### src/rtl/stopwatch_pkg.sv
// stopwatch_pkg: stopwatch state encoding and BCD digit limits
package stopwatch_pkg;
  typedef enum logic [1:0] {ST_PAUSED = 2'd0, ST_RUNNING = 2'd1, ST_ADJUST = 2'd2} state_t;
  localparam logic [3:0] DIG_MAX_ONES = 4'd9;
  localparam logic [3:0] DIG_MAX_TENS = 4'd5;
endpackage

### src/rtl/stopwatch_ctrl_bcd_digit.sv
// bcd_digit: one BCD digit counting 0..MAX on en, wrapping to 0 with carry; ports clk, clr (sync clear), en, q, carry
module bcd_digit #(
  parameter logic [3:0] MAX = 4'd9
) (
  input  logic       clk,
  input  logic       clr,
  input  logic       en,
  output logic [3:0] q,
  output logic       carry
);
  assign carry = en && (q == MAX);
  always_ff @(posedge clk)
    q <= clr ? 4'd0 : carry ? 4'd0 : en ? q + 4'd1 : q;
endmodule

### src/rtl/stopwatch_ctrl.sv
// stopwatch_ctrl: MM:SS stopwatch sequencer (run/pause/adjust, 1 Hz and 2 Hz dividers); in clk rst pause adj sel, out min_tens min_ones sec_tens sec_ones running tick_1hz tick_2hz blank; BLINK_EN enables blinking of the adjusted pair
module stopwatch_ctrl
  import stopwatch_pkg::*;
#(
  parameter int CNT_1HZ = 100000000,
  parameter int CNT_2HZ = 50000000
) (
  input  logic       clk,
  input  logic       rst,
  input  logic       pause,
  input  logic       adj,
  input  logic       sel,
  output logic [3:0] min_tens,
  output logic [3:0] min_ones,
  output logic [3:0] sec_tens,
  output logic [3:0] sec_ones,
  output logic       running,
  output logic       tick_1hz,
  output logic       tick_2hz,
  output logic [3:0] blank
);
  localparam int W1 = $clog2(CNT_1HZ);
  localparam int W2 = $clog2(CNT_2HZ);
  logic [W1-1:0] c1;
  logic [W2-1:0] c2;
  state_t state, state_n;
  logic saved_run, run_inc, adj_inc;
  logic so_c, st_c, mo_c, mt_c, unused_mt_c;
  always_comb
    state_n = (adj && state != ST_ADJUST) ? ST_ADJUST :
              (state == ST_ADJUST) ? (adj ? ST_ADJUST : saved_run ? ST_RUNNING : ST_PAUSED) :
              pause ? (state == ST_RUNNING ? ST_PAUSED : ST_RUNNING) : state;
  // ticks are registered so they line up with the counter value CNT-1
  always_ff @(posedge clk) begin
    if (rst) begin
      c1 <= '0;
      c2 <= '0;
      tick_1hz <= 1'b0;
      tick_2hz <= 1'b0;
      state <= ST_PAUSED;
      running <= 1'b0;
      saved_run <= 1'b0;
    end else begin
      c1 <= (c1 == W1'(CNT_1HZ - 1)) ? '0 : c1 + W1'(1);
      c2 <= (c2 == W2'(CNT_2HZ - 1)) ? '0 : c2 + W2'(1);
      tick_1hz <= c1 == W1'(CNT_1HZ - 2);
      tick_2hz <= c2 == W2'(CNT_2HZ - 2);
      state <= state_n;
      running <= state_n == ST_RUNNING;
      if (adj && state != ST_ADJUST) saved_run <= state == ST_RUNNING;
    end
  end
  assign run_inc = state == ST_RUNNING && tick_1hz;
  assign adj_inc = state == ST_ADJUST && tick_2hz;
  // in adjust the seconds->minutes carry is cut so each pair wraps on its own
  bcd_digit #(.MAX(DIG_MAX_ONES)) u_so (.clk, .clr(rst), .en(run_inc | (adj_inc & sel)), .q(sec_ones), .carry(so_c));
  bcd_digit #(.MAX(DIG_MAX_TENS)) u_st (.clk, .clr(rst), .en(so_c), .q(sec_tens), .carry(st_c));
  bcd_digit #(.MAX(DIG_MAX_ONES)) u_mo (.clk, .clr(rst), .en((run_inc & st_c) | (adj_inc & ~sel)), .q(min_ones), .carry(mo_c));
  bcd_digit #(.MAX(DIG_MAX_TENS)) u_mt (.clk, .clr(rst), .en(mo_c), .q(min_tens), .carry(mt_c));
  assign unused_mt_c = mt_c;
`ifdef BLINK_EN
  logic blink;
  // blank is cleared for the cycle after an increment so the new value is visible
  always_ff @(posedge clk) begin
    if (rst) begin
      blink <= 1'b0;
      blank <= 4'b0000;
    end else begin
      blink <= (state_n == ST_ADJUST) ? blink ^ tick_2hz : 1'b0;
      blank <= (state_n == ST_ADJUST && !adj_inc) ? (sel ? 4'b0011 : 4'b1100) & {4{blink ^ tick_2hz}} : 4'b0000;
    end
  end
`else
  assign blank = 4'b0000;
`endif
endmodule

### config.mk
export PLATFORM = sky130hd
export DESIGN_NAME = stopwatch_ctrl
export DESIGN_NICKNAME = d
export VERILOG_FILES = /design/src/rtl/stopwatch_pkg.sv /design/src/rtl/stopwatch_ctrl_bcd_digit.sv /design/src/rtl/stopwatch_ctrl.sv
export SDC_FILE = /design/constraint.sdc
export NUM_CORES = 1
export LEC_CHECK = 0
export CORE_MARGIN = 8
export CORE_UTILIZATION = 55
export CTS_CLUSTER_SIZE = 12
export DETAILED_ROUTE_END_ITERATION = 12
export PLACE_DENSITY = 0.76
export SYNTH_ARGS = -nofsm -noshare
export SYNTH_HDL_FRONTEND = slang
export SYNTH_SLANG_ARGS = --single-unit
### constraint.sdc
create_clock -name clk -period 5.4 [get_ports clk]
set_input_delay 1.35 -clock clk [delete_from_list [all_inputs] [get_ports clk]]
set_output_delay 1.35 -clock clk [all_outputs]
set_load 0.02 [all_outputs]
==> results.sh, run 1 <==
export IMPL_clkSinkCount=75
export IMPL_area_growth_pct=13.2
export IMPL_cp_required_ps=5610
export IMPL_rsz0062_at_grt="no"
export IMPL_cts_tree="done"
export IMPL_gr_usage_met2_pct=23.6
export IMPL_start_util_pct=56.7
export IMPL_root_buffer="clkbuf_8"
export IMPL_maxCapViolCount=0
export IMPL_drtIter0Drc=118
export IMPL_fillers=559
export IMPL_place_ws_ps=2050
export IMPL_netlist_area_leader_share_pct=41.7
export IMPL_synth_distinct_cells=45
export IMPL_dr_pass1_iters=4
export IMPL_syn_avg_cell_area_um2=8.62
export IMPL_via_per_inst=5.91
export IMPL_p_per_area_nw_per_um2=259
export IMPL_io_pin_count=28
export IMPL_whs_endpoint="saved_run"
export IMPL_period_share_pct=56.1
export IMPL_row_count=29
export IMPL_worstHoldPathCells=2
export IMPL_hold_viol_final=0
export IMPL_post_cts_buffers=0
export IMPL_synth_flop_cell="dfxtp_1"
export IMPL_hold_path_class="flip-flop to flip-flop"
export IMPL_worst_setup_path_type="primary input to flip-flop"
export IMPL_num_vias=3069
export IMPL_setup_ws_ps=2370
export IMPL_timing_rr_start="c1[19]"
export IMPL_crit_arrival_ps=3240
export IMPL_cts_buffers=9
export IMPL_synth_seq_cells=75
export IMPL_r2r_slack_ps=3050
export IMPL_finClkSkew_ps=6.61
export IMPL_synth_largest_area_cell="dfxtp_1"
export IMPL_final_cell_count_no_fill=519
export IMPL_holdBufCountCts=0
export IMPL_core_area_um2=6350
export IMPL_r2r_end="c1[12]"
export IMPL_status="completed"
export IMPL_p_leak_nw=1.33
export IMPL_gp_congestion=0.833
export IMPL_n_antenna_cell=0
export IMPL_power_w=0.00106
export IMPL_synth_seq_area_share_pct=41.7
export IMPL_grt_pass1_vias=2825
export IMPL_finalSetupTns_ps=0
export IMPL_clk_pin_slew_ps=80
export IMPL_met1_usage_pct=19.5
export IMPL_grt_remaining_overflow=0
export IMPL_portBuffers=23
export IMPL_setup_viol=0
export IMPL_grtUsageTotal_pct=15.1
export IMPL_reg2regPathDepth=4
export IMPL_grt_pass1_wl_um=12500
export IMPL_synth_edf_count=0
export IMPL_final_antenna_net_count=0
export IMPL_hpwl_um=5030
export IMPL_use_met3_pct=3.27
export IMPL_hold_start="saved_run"
export IMPL_synth_most_common_cell="dfxtp_1"
export IMPL_syn_cell_area_um2=3600
export IMPL_slew_viol_final=0
export IMPL_ctsResizeCount=0
export IMPL_htree_levels=3
export IMPL_drt_total_wl_um=7030
export IMPL_yosysWarningCount=0
export IMPL_grt_max_degree=24
export IMPL_antenna_found_initial=0
export IMPL_die_w_um=96.9
export IMPL_busiest_layer="met2"
export IMPL_maxSlewHeadroom_pct=30.5
export IMPL_wl_per_cell_um=13.5
export IMPL_cp_end_kind="flip-flop"
export IMPL_holdWs_ps=462
export IMPL_async_flop_share_pct=0
export IMPL_worst_slew_pin_transition_ps=1040
export IMPL_drive_above_1_share_pct=5.43
export IMPL_remaining_drc_errors=0
export IMPL_ys_top_cells_by_area="dfxtp_1, a21oi_1, xnor2_1, nor2_1, ha_1"
export IMPL_die_area_um2=9400
export IMPL_fp_dieH_um=96.9
export IMPL_max_freq_ghz=0.330
export IMPL_clk_latency_ps=330
export IMPL_critPathLaunchType="primary input"
export IMPL_dp_cells=503
export IMPL_synthTopCellsByCount="dfxtp_1, nor2_1, a21oi_1"
export IMPL_syn_inst=418
export IMPL_fin_crit_ps=3030
export IMPL_vdd_drop_max_mv=0.195
export IMPL_layout_nets=454
export IMPL_crit_fanout=23
export IMPL_cts_max_path_buffers=2
cell usage in the layout, fill, tap and decap left out, types with 3 or more instances in the layout:
cell type / Yosys / final
dfxtp_1: 75 / 75
xor2_1: 8 / 8
clkinv_2: 0 / 3
and3_1: 5 / 5
or3_1: 16 / 16
and2_1: 3 / 3
inv_1: 19 / 19
o31ai_1: 13 / 13
conb_1: 1 / 4
clkbuf_8: 0 / 9
and3b_1: 5 / 5
nand3b_1: 4 / 4
clkdlybuf4s50_1: 0 / 23
xnor2_1: 19 / 19
nor2_1: 42 / 42
nor4_1: 8 / 8
and4_1: 3 / 3
ha_1: 12 / 12
o21ai_0: 22 / 22
nor3_1: 4 / 4
nand3_1: 23 / 23
a21oi_1: 37 / 37
nand2_1: 21 / 21
nand4_1: 14 / 14
or4_1: 20 / 20
sequential cells by signal, summed over array words and instances, names as in the netlist:
name,count
c1,27
c2,26
u_mo.q,4
u_mt.q,4
u_so.q,4
u_st.q,4
state,2
running,1
saved_run,1
tick_1hz,1
tick_2hz,1
cells by family after synthesis:
logic type | Yosys count | synth area share (%)
buffers and inverters | 38 | 4.72
and+or+nand+nor | 180 | 28.5
AOI/OAI and AO/OA | 83 | 13.7
muxes | 2 | 0.556
other | 1 | 0.104
DFF | 75 | 41.7
adders and majority gates | 12 | 4.17
xor gates and xnor gates | 27 | 6.56
how the worst max path moves through the flow:
| stage | cells past startpoint | start | slack (ps) | to |
|---|---|---|---|---|
| detailed placement | 5 | rst | 2050 | c2[21] |
| CTS | 5 | rst | 2400 | c2[21] |
| floorplan | 4 | sel | 2860 | u_mt.q[2] |
| finish | 5 | rst | 2370 | c2[21] |
| global placement | 3 | rst | 2080 | c1[16] |
| global route | 5 | sel | 2220 | u_mt.q[2] |
area by class of cell:
type	count	area, µm²	area share, %
clock inverter	7	92.6	2.27
timing repair buffer	24	238	5.83
inverter	19	71.3	1.75
sequential	75	1500	36.8
clock buffer	9	124	3.04
multi-input combinational	308	1950	47.9
tap	77	96.3	2.36
report_power, final:
| group | switching (W) | internal (W) | leakage (nW) | total [W] |
|---|---|---|---|---|
| Sequential | 0.00000636 | 0.000558 | 0.606 | 0.000564 |
| Clock | 0.000204 | 0.000259 | 0.113 | 0.000463 |
| Combinational | 0.0000186 | 0.0000102 | 0.616 | 0.0000288 |
worst max-delay path, cell delays in order:
cell	delay, ps
clkdlybuf4s50_1	1000
inv_1	290
o41ai_4	180
buf_4	310
a21oi_1	80
metal layers:
layer,vias up,wire length [µm]
li1,1564,-
met1,1439,3470
met2,57,3140
met3,9,316
met4,0,105
met5,-,0
stage by stage:
step / util (%) / instance area (µm²)
floorplan: - / 3610
global placement: 60.8 / 3860
detailed placement: 60.8 / 3860
CTS: 64.2 / 4080
global route: 64.2 / 4080
finish: 64.2 / 4080
Power figures use the tool's default switching activity.
==> run 2, diff against run 1 <==
==> constraint.sdc (replaced) <==
create_clock -name clk -period 3 [get_ports clk]
set_input_delay 0.75 -clock clk [delete_from_list [all_inputs] [get_ports clk]]
set_output_delay 0.75 -clock clk [all_outputs]
set_load 0.02 [all_outputs]
==> results.sh, run 2 (synthesized netlist as in run 1, its figures left out) <==
export IMPL_status="completed"
export IMPL_finClkSkew_ps=13.6
export IMPL_final_antenna_net_count=0
export IMPL_grtUsageTotal_pct=15.8
export IMPL_layout_commonest_cell="dfxtp_1"
export IMPL_p_clk_share_pct=48.7
export IMPL_worst_slew_pin_transition_ps=1200
export IMPL_wl_met3_um=305
export IMPL_pwr_share_seq_pct=48.7
export IMPL_row_count=29
export IMPL_antenna_found_initial=0
export IMPL_fin_crit_ps=2470
export IMPL_top_register="c1"
export IMPL_crit_fanout=16
export IMPL_p_leak_nw=1.36
export IMPL_grt_pass1_wl_um=12800
export IMPL_root_buffer="clkbuf_8"
export IMPL_max_stage_delay_ps=760
export IMPL_grt_max_degree=25
export IMPL_setup_viol=0
export IMPL_core_area_um2=6350
export IMPL_p_int_w=0.00166
export IMPL_maxUsedRoutingLayer="met4"
export IMPL_period_share_pct=82.4
export IMPL_finalSetupTns_ps=0
export IMPL_layout_nets=456
export IMPL_worstPathCellList="clkdlybuf4s50_1 > nor4bb_1 > a31oi_1 > or4b_2 > a21oi_1"
export IMPL_cp_slowest_cell="or4b_2"
export IMPL_slew_viol_final=0
export IMPL_maxCapViolCount=0
export IMPL_max_freq_ghz=0.405
export IMPL_cts_tree="done"
export IMPL_hpwl_um=4970
export IMPL_start_util_pct=56.7
export IMPL_p_per_area_nw_per_um2=503
export IMPL_hold_viol_final=0
export IMPL_portBuffers=23
export IMPL_rsz0062_at_grt="no"
export IMPL_dr_pass1_iters=4
export IMPL_htree_levels=3
export IMPL_final_cell_mix="dfxtp_1, nor2_1, a21oi_1, nand3_1, clkdlybuf4s50_1"
export IMPL_wl_per_cell_um=14.0
export IMPL_via_per_inst=5.89
export IMPL_power_net_switching_w=0.000425
export IMPL_met1_length_um=3620
export IMPL_critPathLaunchType="primary input"
export IMPL_largest_reg_flops=27
export IMPL_ctsResizeCount=0
export IMPL_crit_family="simple AND/OR/NAND/NOR gates"
export IMPL_n_antenna_cell=0
export IMPL_drt_total_wl_um=7290
export IMPL_io_pin_count=28
export IMPL_drive_above_1_share_pct=5.86
export IMPL_p_sw_share_pct=20.4
export IMPL_hold_path_class="flip-flop to flip-flop"
export IMPL_holdBufCountCts=0
export IMPL_final_cell_count_no_fill=521
export IMPL_crit_arrival_ps=2750
export IMPL_worst_setup_path_type="primary input to flip-flop"
export IMPL_gp_congestion=0.835
export IMPL_area_growth_pct=14.9
export IMPL_dr_wl_met2_um=3300
export IMPL_r2r_slack_ps=760
export IMPL_num_vias=3067
export IMPL_dp_cells=505
export IMPL_clkSinkCount=75
export IMPL_cp_num_buf_inv=1
export IMPL_grt_remaining_overflow=0
export IMPL_vdd_drop_max_mv=0.319
export IMPL_grt_pass1_vias=2826
export IMPL_cp_end_kind="flip-flop"
export IMPL_fp_dieH_um=96.9
export IMPL_clk_latency_ps=350
export IMPL_drtIter0Drc=122
export IMPL_cp_required_ps=3280
export IMPL_die_area_um2=9400
export IMPL_post_cts_buffers=0
export IMPL_die_w_um=96.9
export IMPL_pwr_share_comb_pct=2.6
export IMPL_cts_buffers=9
export IMPL_clk_pin_slew_ps=80
export IMPL_maxSlewHeadroom_pct=19.7
export IMPL_reg_top3="c1 x27, c2 x26"
export IMPL_remaining_drc_errors=0
export IMPL_setup_ws_ps=529
export IMPL_place_ws_ps=277
export IMPL_cts_max_path_buffers=2
==> run 2: cell types whose count changed in the layout (fill, tap and decap cells not counted), sizes merged <==
cell      change
clkinv        -4
buf           +2
bufinv        +2
clkinvlp      +2
==> run 2: worst paths after layout <==
| path | from | to | depth (start not counted) |
|---|---|---|---|
| worst max register to register | u_st.q[0] | u_mt.q[2] | 5 |
| worst min register to register | saved_run | saved_run | 2 |
| worst max-delay path | sel | u_mt.q[2] | 5 |
| worst min-delay path | saved_run | saved_run | 2 |
==> run 2: cell type report <==
type	instances	area [µm²]
Sequential cell	75	1500
Clock buffer	9	124
Fill cell	522	2210
Clock inverter	7	140
Multi-Input combinational cell	308	1950
Inverter	19	71.3
Timing Repair Buffer	26	253
Tap cell	77	96.3
==> run 2: worst reg2reg max path: cells and delay by family, from the launching register on <==
kind,cells,cell delay (ps)
AOI/OAI and AO/OA,2,540
adders and majority gates,1,180
DFF,1,440
and+or+nand+nor,2,1010
==> run 2: power by group through the flow <==
stage / clock (W) / sequential, W / combinational, W
2_1_floorplan: 0 / 0.00104 / 0.0000408
3_3_place_gp: 0 / 0.00104 / 0.0000526
3_5_place_dp: 0 / 0.00104 / 0.0000533
4_1_cts: 0.00103 / 0.00102 / 0.0000537
5_1_grt: 0.00108 / 0.00102 / 0.0000622
6_report: 0.00101 / 0.00102 / 0.0000538
==> run 2: metrics by stage <==
step                utilization (%)  area (µm²)  power, W  hold slack, ps
finish                         65.2        4140   0.00208             463
global route                   65.2        4140   0.00215             485
CTS                            65.2        4140   0.00210             466
detailed placement             61.0        3880   0.00109             456
global placement               61.0        3880   0.00109             441
floorplan                         -        3610   0.00108             433
==> run 2: metal layers <==
metal,vias up,global-route usage (%)
met2,58,25.1
met1,1447,19.6
met4,0,6.39
met3,6,4.48
li1,1556,-
met5,-,0
